### config.mk
export PLATFORM = sky130hd
export DESIGN_NAME = lfsr7
export DESIGN_NICKNAME = d
export VERILOG_FILES = /design/src/rtl/pvt_mon_pkg.sv /design/src/rtl/lfsr7.sv
export SDC_FILE = /design/constraint.sdc
export NUM_CORES = 1
export LEC_CHECK = 0
export BUFFER_PORTS_ARGS = -buffer_cell sky130_fd_sc_hd__buf_2
export CAP_MARGIN = 20
export CORE_AREA = 2 2 39 41
export DETAILED_ROUTE_END_ITERATION = 8
export DIE_AREA = 0 0 41 43
export HOLD_SLACK_MARGIN = 0.03
export PLACE_DENSITY_LB_ADDON = 0.08
export SLEW_MARGIN = 20
export SYNTH_ARGS = -nofsm -noshare
export SYNTH_HDL_FRONTEND = slang
export SYNTH_SLANG_ARGS = --single-unit
### constraint.sdc
create_clock -name clk -period 1 [get_ports clk]
set_input_delay 0.2 -clock clk [delete_from_list [all_inputs] [get_ports clk]]
set_output_delay 0.2 -clock clk [all_outputs]
set_load 0.05 [all_outputs]
### src/rtl/pvt_mon_pkg.sv
// Shared types and constants for the PVT monitor pattern checker:
// checker FSM states and the 7-bit x^7+x^6+1 pattern generator constants.
package pvt_mon_pkg;

  typedef enum logic [1:0] {
    IDLE  = 2'd0,
    PRIME = 2'd1,
    CHECK = 2'd2,
    DONE  = 2'd3
  } state_t;

  localparam int             LFSR_W      = 7;
  localparam logic [LFSR_W-1:0] LFSR_SEED = 7'h01;
  localparam int             LFSR_TAP_HI = 6;
  localparam int             LFSR_TAP_LO = 5;

endpackage

### src/rtl/lfsr7.sv
// 7-bit Fibonacci LFSR (x^7+x^6+1) producing the pattern bit that is
// launched into the hardened-flop chain. Reload wins over enable.
module lfsr7
  import pvt_mon_pkg::*;
(
  input  logic clk,
  input  logic rst,
  input  logic load,
  input  logic enable,
  output logic pat_bit
);

  logic [LFSR_W-1:0] lfsr;

  // NOTE: sequential state uses non-blocking assignments so every flop
  // samples the pre-edge value of its neighbours, like real hardware.
  always_ff @(posedge clk or posedge rst) begin
    if (rst) begin
      lfsr <= LFSR_SEED;
    end else if (load) begin
      lfsr <= LFSR_SEED;
    end else if (enable) begin
      lfsr <= {lfsr[LFSR_W-2:0], lfsr[LFSR_TAP_HI] ^ lfsr[LFSR_TAP_LO]};
    end
  end

  assign pat_bit = lfsr[0];

endmodule

==> results of run 1 <==
==> placed cells by master, fill, tap and decap left out <==
master         instances
inv_1                  2
nor2_1                 6
clkbuf_1               1
dlygate4sd3_1          1
clkbuf_4               3
nor3_1                 1
buf_8                  1
dfrtp_1                6
mux2i_1                6
a31oi_1                1
buf_2                  3
buf_4                  1
dfstp_2                1
xnor2_1                1
==> cell type report <==
| type | instances | share of cell area, % |
|---|---|---|
| Timing Repair Buffer | 6 | 12.5 |
| Multi-Input combinational cell | 15 | 27.0 |
| Sequential cell | 7 | 46.4 |
| Tap cell | 16 | 5.26 |
| Inverter | 2 | 1.97 |
| Clock buffer | 4 | 6.91 |
==> power by group <==
| group | switching, mW | internal [mW] |
|---|---|---|
| Sequential | 0.00533 | 0.295 |
| Combinational | 0.0353 | 0.0295 |
| Clock | 0.103 | 0.152 |
==> through the flow <==
step / instance area, um^2 / util, % / setup TNS, ps
global placement: 327 / 23.6 / 0
global route: 380 / 27.5 / -171
CTS: 380 / 27.5 / -147
detailed placement: 327 / 23.6 / 0
finish: 380 / 27.5 / -132
floorplan: 303 / - / 0
==> worst paths after layout <==
path                         start      end  slack, ps  depth (start not counted)
max                        lfsr[0]  pat_bit       -130                          1
min                           load  lfsr[1]        210                          2
max reg2reg                lfsr[0]  lfsr[0]        110                          3
min reg2reg                lfsr[2]  lfsr[2]        520                          2
max in group asynchronous      rst  lfsr[0]        320                          3
min in group asynchronous      rst  lfsr[5]        410                          3
==> per-layer routing <==
layer	GRT usage, %	routed length [um]
met4	8.00	0
met5	0	0
met1	7.89	202
met2	9.06	223
met3	3.14	25
==> kinds of logic after synthesis <==
| kind of cell | Yosys count | synth area share [%] |
|---|---|---|
| flip-flops | 7 | 58.3 |
| AO/OA/AOI/OAI | 1 | 2.07 |
| XOR/XNOR | 1 | 2.89 |
| multiplexers | 6 | 19.8 |
| buffers and inverters | 4 | 7.85 |
| AND/OR/NAND/NOR | 7 | 9.09 |
==> repair_timing <==
item                       in CTS  in global routing
hold endpoints to repair        6                  0
hold buffers                    1                  0
buffers inserted                1                  0
resized for setup               3                  0
setup endpoints to repair       1                  1
==> impl_metrics.yaml, run 1 <==
status:
  status: "finished with violations"
  violations: "negative setup slack"
timing:
  final-setup-viol-count: 1
  whs_ps: 212
  fin_crit_sh_pct: 113
  fin_skew_ps: 3.40
  worst_pin_slew_ps: 257
  drv_slew: 0
  rsz0062_at_grt: "true"
  fmax_ghz: 0.883
  min_period_ps: 1130
  finalHoldViolations: 0
  setup_ws_ps: -132
  slew_headroom_pct: 82.8
synthesis:
  synthDistinctLibCells: 10
  yosysSeqAreaShare_pct: 58.3
  synth_area_per_cell_um2: 11.6
  synth_top_cell_by_area: "dfrtp_1"
  synth_edf_count: 0
  synth_flop_cell: "dfrtp_1"
  synth_area_um2: 303
  syn_nets: 30
  synth_warnings: 0
  ys_seq_elements: 7
  synth_cells: 26
  synth_top_area_share_pct: 49.6
  ys_top_cells_by_area: "dfrtp_1 (50%), mux2i_1 (20%), dfstp_2 (8.7%), nor2_1 (7.4%), buf_6 (3.7%)"
  synth_common_cells: "dfrtp_1 (6), mux2i_1 (6), nor2_1 (6), inv_1 (2)"
  async_flop_share_pct: 100
finish:
  nets: 39
  reg_top3: "lfsr: 7 flops"
  drive_above_1_share_pct: 26.5
  fillers: 147
  regMostFlops: "lfsr"
  seqCellArea_um2: 176
  antenna-diode-count: 0
  finalNonFillerCells: 50
  largest_reg_flops: 7
  areaGrowthSynthToFinish_pct: 25.6
  multi_input_area_um2: 103
clocking:
  cts_tree: "yes"
  cts_root_buf: "clkbuf_4"
  clk_pin_slew_ps: 50
  clockBufferDepth: 2
  clock_latency_ps: 250
  clock-sinks: 7
  cts_buffers: 3
  cts.htree.levels: 1
placed_design:
  gp_congestion: 0.647
  dp.cells: 44
  io_buffers: 4
  pre_cts_slack_ps: 24.9
setup_path:
  crit_fanout: 2
  worstPathCellList: "buf_8"
  critical-path-top-delay-family: "flip-flops"
  cp_slowest_cell: "dfstp_2"
  worstPathArrival_ps: 930
  crit_buf_inv: 1
  criticalPathCategory: "reg2out"
  required_ps: 800
  start_kind: "register"
  critical_path.endpoint_type: "output port"
  slowest_delay_ps: 540
floorplanning:
  core_mm2: 0.00138
  initial_core_util_pct: 21.9
  ios: 5
  fp.dieArea_mm2: 0.00176
  die_h_um: 43
  rows: 14
  die_w_um: 41
global_routing:
  antenna_found_initial: 0
  grt_usage_pct: 7.18
  grt_pass1_wl_um: 793
  grt_pass1_vias: 204
  gr-total-overflow: 0
  grt_start_max_net_pins: 9
job:
  drv_cap: 0
worst_hold_path:
  hold_path_class: "in2reg"
drt:
  wl_per_cell_um: 9.02
  via_per_inst: 4.04
  drt_first_pass_iters: 2
  post-route-drc-count: 0
  dr.first_iter.drc_count: 2
  vias: 202
  totalWireLength_um: 451
  final_antenna_net_count: 0
pwr:
  peakVddDrop_mv: 0.421
  p_per_area_mw_per_mm2: 1630
  leakage_nw: 0.194
  total_power_mw: 0.620
Power figures use the tool's default switching activity.
==> run 2, diff against run 1 <==
--- a/config.mk
+++ b/config.mk
@@ -11,7 +11,7 @@
 export DETAILED_ROUTE_END_ITERATION = 8
 export DIE_AREA = 0 0 41 43
 export HOLD_SLACK_MARGIN = 0.03
-export PLACE_DENSITY_LB_ADDON = 0.08
+export PLACE_DENSITY = 0.37
 export SLEW_MARGIN = 20
 export SYNTH_ARGS = -nofsm -noshare
 export SYNTH_HDL_FRONTEND = slang
==> impl_metrics.yaml, run 2 (synthesis gave the netlist of run 1 again) <==
clocking:
  cts.htree.levels: 1
  cts_tree: "yes"
  clk_pin_slew_ps: 50
  clock-sinks: 7
  clock_latency_ps: 250
  cts_root_buf: "clkbuf_4"
  clockBufferDepth: 2
  cts_buffers: 3
  post_cts_buffers: 0
global_routing:
  top_usage_layer: "met2"
  grt_usage_pct: 6.60
  antenna_found_initial: 0
  grt_use_met1_pct: 7.67
  gr-total-overflow: 0
  grtUsageMet3_pct: 4.71
  grt_pass1_wl_um: 724
  grt_pass1_vias: 185
  grt_start_max_net_pins: 9
  grt_util_met2_pct: 8.44
finish:
  reg_top3: "lfsr: 7 flops"
  drive_above_1_share_pct: 26.5
  utilization_pct: 27.5
  fillers: 146
  final_cell_mix: "mux2i_1 (6), nor2_1 (6), dfrtp_1 (6)"
  antenna-diode-count: 0
  multi_input_area_um2: 103
  largest_reg_flops: 7
  nets: 39
  regMostFlops: "lfsr"
  seqCellArea_um2: 176
  areaGrowthSynthToFinish_pct: 25.6
timing:
  finalHoldViolations: 0
  fin_crit_sh_pct: 113
  min_period_ps: 1130
  slew_headroom_pct: 82.5
  setup_ws_ps: -131
  whs_ps: 222
  worst_pin_slew_ps: 262
  final-setup-viol-count: 1
  drv_slew: 0
  rsz0062_at_grt: "true"
  fmax_ghz: 0.884
  fin_skew_ps: 5.84
setup_path:
  crit_fanout: 2
  slowest_delay_ps: 540
  worstPathArrival_ps: 930
  critical-path-top-delay-family: "flip-flops"
  criticalPathCategory: "reg2out"
  start_kind: "register"
  worstPathCellList: "buf_8"
  cp_slowest_cell: "dfstp_2"
  critical_path.endpoint_type: "output port"
  crit_buf_inv: 1
  required_ps: 800
job:
  drv_cap: 0
placed_design:
  io_buffers: 4
  gp_congestion: 0.686
  pre_cts_slack_ps: 43.0
floorplanning:
  die_h_um: 43
  core_mm2: 0.00138
  die_w_um: 41
  fp.dieArea_mm2: 0.00176
  rows: 14
  ios: 5
  initial_core_util_pct: 21.9
pwr:
  p_per_area_mw_per_mm2: 1620
  peakVddDrop_mv: 0.644
  total_power_mw: 0.615
  leakage_nw: 0.194
drt:
  drt_first_pass_iters: 2
  final_antenna_net_count: 0
  post-route-drc-count: 0
  dr.first_iter.drc_count: 1
  totalWireLength_um: 435
  via_per_inst: 3.88
  wl_per_cell_um: 8.70
  vias: 194
worst_hold_path:
  hold_path_class: "in2reg"
status:
  violations: "negative setup slack"
  status: "finished with violations"
-- run 2: layout make-up --
class	instances	share of cell area, %
clock buffers	4	6.91
flip-flops and latches	7	46.4
repair buffers	6	12.5
inverters	2	1.97
well taps	16	5.26
multi-input cells	15	27.0
-- run 2: stage by stage --
step           area [um^2]  setup TNS (ps)  std cells
2_1_floorplan          303               0         26
3_3_place_gp           334               0         45
3_5_place_dp           334               0         45
4_1_cts                380            -144         50
5_1_grt                380            -156         50
6_report               380            -131         50
-- run 2: timing repair --
action                     CTS  global route
hold endpoints to repair     6             0
hold buffers                 1             0
setup endpoints to repair    1             1
gates cloned                 0             0
resized for setup            3             0
-- run 2: per-layer routing --
| metal | wire length (um) | share of wire, % |
|---|---|---|
| met5 | 0 | 0 |
| met3 | 33 | 7.6 |
| met2 | 195 | 45 |
| met1 | 206 | 47 |
| met4 | 0 | 0 |
-- run 2: power by group --
group	internal (mW)	total, mW	switching, mW
Sequential	0.295	0.301	0.00596
Combinational	0.0295	0.0651	0.0356
Clock	0.152	0.249	0.0971
Total	0.477	0.615	0.139
-- run 2: path summary, 6_finish.rpt --
kind,start,to,slack [ps],cells after the start
worst max register to register,lfsr[0],lfsr[0],110,3
min in group asynchronous,rst,lfsr[3],410,3
worst max-delay path,lfsr[0],pat_bit,-130,1
worst min-delay path,load,lfsr[3],220,2
worst min register to register,lfsr[4],lfsr[5],520,2
max in group asynchronous,rst,lfsr[0],320,3
==> run 3, diff against run 2 <==
==> constraint.sdc (replaced) <==
create_clock -name clk -period 1.1 [get_ports clk]
set_input_delay 0.22 -clock clk [delete_from_list [all_inputs] [get_ports clk]]
set_output_delay 0.22 -clock clk [all_outputs]
set_load 0.05 [all_outputs]
==> impl_metrics.yaml, run 3 (synthesis gave the netlist of run 1 again) <==
drt:
  drt_first_pass_iters: 2
  post-route-drc-count: 0
  wl_per_cell_um: 8.94
  totalWireLength_um: 447
  vias: 195
  final_antenna_net_count: 0
  dr.first_iter.drc_count: 2
  via_per_inst: 3.90
setup_path:
  critical_path.endpoint_type: "output port"
  r2r_cells: 3
  timing.rr.start: "lfsr[0]"
  worstPathCellList: "buf_8"
  start_kind: "register"
  slowest_delay_ps: 550
  crit_buf_inv: 1
  worstSetupStartpoint: "lfsr[0]"
  crit_cells: 1
  critical-path-top-delay-family: "flip-flops"
  required_ps: 880
  cp-endpoint: "pat_bit"
  criticalPathCategory: "reg2out"
  worst_r2r_endpoint: "lfsr[0]"
  crit_fanout: 2
  regToRegSetupSlack_ps: 200
  worstPathArrival_ps: 940
  cp_slowest_cell: "dfstp_2"
clocking:
  clk_pin_slew_ps: 50
  cts.htree.levels: 1
  cts_tree: "yes"
  clock-sinks: 7
  cts_buffers: 3
  clockBufferDepth: 2
  clock_latency_ps: 250
  cts_root_buf: "clkbuf_4"
timing:
  fin_skew_ps: 3.08
  rsz0062_at_grt: "true"
  final-setup-viol-count: 1
  fin_crit_sh_pct: 106
  drv_slew: 0
  worst_pin_slew_ps: 267
  finalHoldViolations: 0
  min_period_ps: 1160
  whs_ps: 231
  fmax_ghz: 0.861
  tns_ps: -61.6
  slew_headroom_pct: 82.2
  setup_ws_ps: -61.6
pwr:
  internal-power_mw: 0.434
  p_per_area_mw_per_mm2: 1490
  peakVddDrop_mv: 0.571
  net-switching-power_mw: 0.132
  switching_share_pct: 23.3
  total_power_mw: 0.566
  seq_power_share_pct: 48.4
  clkPwrFrac_pct: 41.1
  leakage_nw: 0.194
  p_comb_share_pct: 10.4
placed_design:
  io_buffers: 4
  dp.cells: 44
  place.detailed.hpwl_um: 311
  gp_congestion: 0.648
finish:
  nets: 39
  fillers: 155
  areaGrowthSynthToFinish_pct: 25.6
  finalNonFillerCells: 50
  regMostFlops: "lfsr"
  final_cell_mix: "mux2i_1 (6), nor2_1 (6), dfrtp_1 (6)"
  antenna-diode-count: 0
  largest_reg_flops: 7
  drive_above_1_share_pct: 26.5
  reg_top3: "lfsr: 7 flops"
global_routing:
  grt_start_max_net_pins: 9
  gr-total-overflow: 0
  antenna_found_initial: 0
  grt_usage_pct: 6.79
  grt_pass1_vias: 184
  grt_pass1_wl_um: 724
floorplanning:
  rows: 14
  die_h_um: 43
  fp.dieArea_mm2: 0.00176
  initial_core_util_pct: 21.9
  core_mm2: 0.00138
  die_w_um: 41
  ios: 5
worst_hold_path:
  min_from: "load"
  hold_path_class: "in2reg"
status:
  violations: "negative setup slack"
  status: "finished with violations"
job:
  drv_cap: 0
[run 3: cell type report]
cell class / instances / area (um^2) / area share [%]
inverter: 2 / 7.51 / 1.97
multi-input combinational: 15 / 103 / 27.0
tap: 16 / 20.0 / 5.26
clock buffer: 4 / 26.3 / 6.91
sequential: 7 / 176 / 46.4
timing repair buffer: 6 / 47.5 / 12.5
[run 3: per-stage QoR]
step / instance area (um^2) / util (%) / setup WS (ps)
detailed placement: 327 / 23.6 / 106
floorplan: 303 / - / 120
finish: 380 / 27.5 / -61.6
CTS: 380 / 27.5 / -67.6
global route: 380 / 27.5 / -85.6
global placement: 327 / 23.6 / 112
[run 3: power by group through the flow]
| stage | sequential, mW | clock (mW) | combinational, mW |
|---|---|---|---|
| finish | 0.274 | 0.233 | 0.0590 |
| global route | 0.274 | 0.259 | 0.0644 |
| CTS | 0.274 | 0.243 | 0.0595 |
| detailed placement | 0.277 | 0 | 0.0473 |
| global placement | 0.277 | 0 | 0.0475 |
| floorplan | 0.287 | 0 | 0.0307 |
[run 3: timing repair]
action	CTS	global route
setup endpoints to repair	1	1
hold buffers	1	0
resized for setup	3	0
setup buffers	1	0
endpoints found under the hold margin	6	0
[run 3: worst min-delay path by stage]
stage               slack [ps]      end  cells past startpoint
floorplan                   20  lfsr[1]                      1
global route               220  lfsr[4]                      2
global placement           160  lfsr[4]                      2
finish                     230  lfsr[6]                      2
CTS                        230  lfsr[6]                      2
detailed placement         160  lfsr[4]                      2
[run 3: routing by layer]
layer	vias to the layer above	track usage, %	share of wire [%]
li1	100	-	-
met2	7	6.56	38
met5	-	0	0
met3	2	3.14	6.5
met4	0	8.00	2.5
met1	86	9.27	52
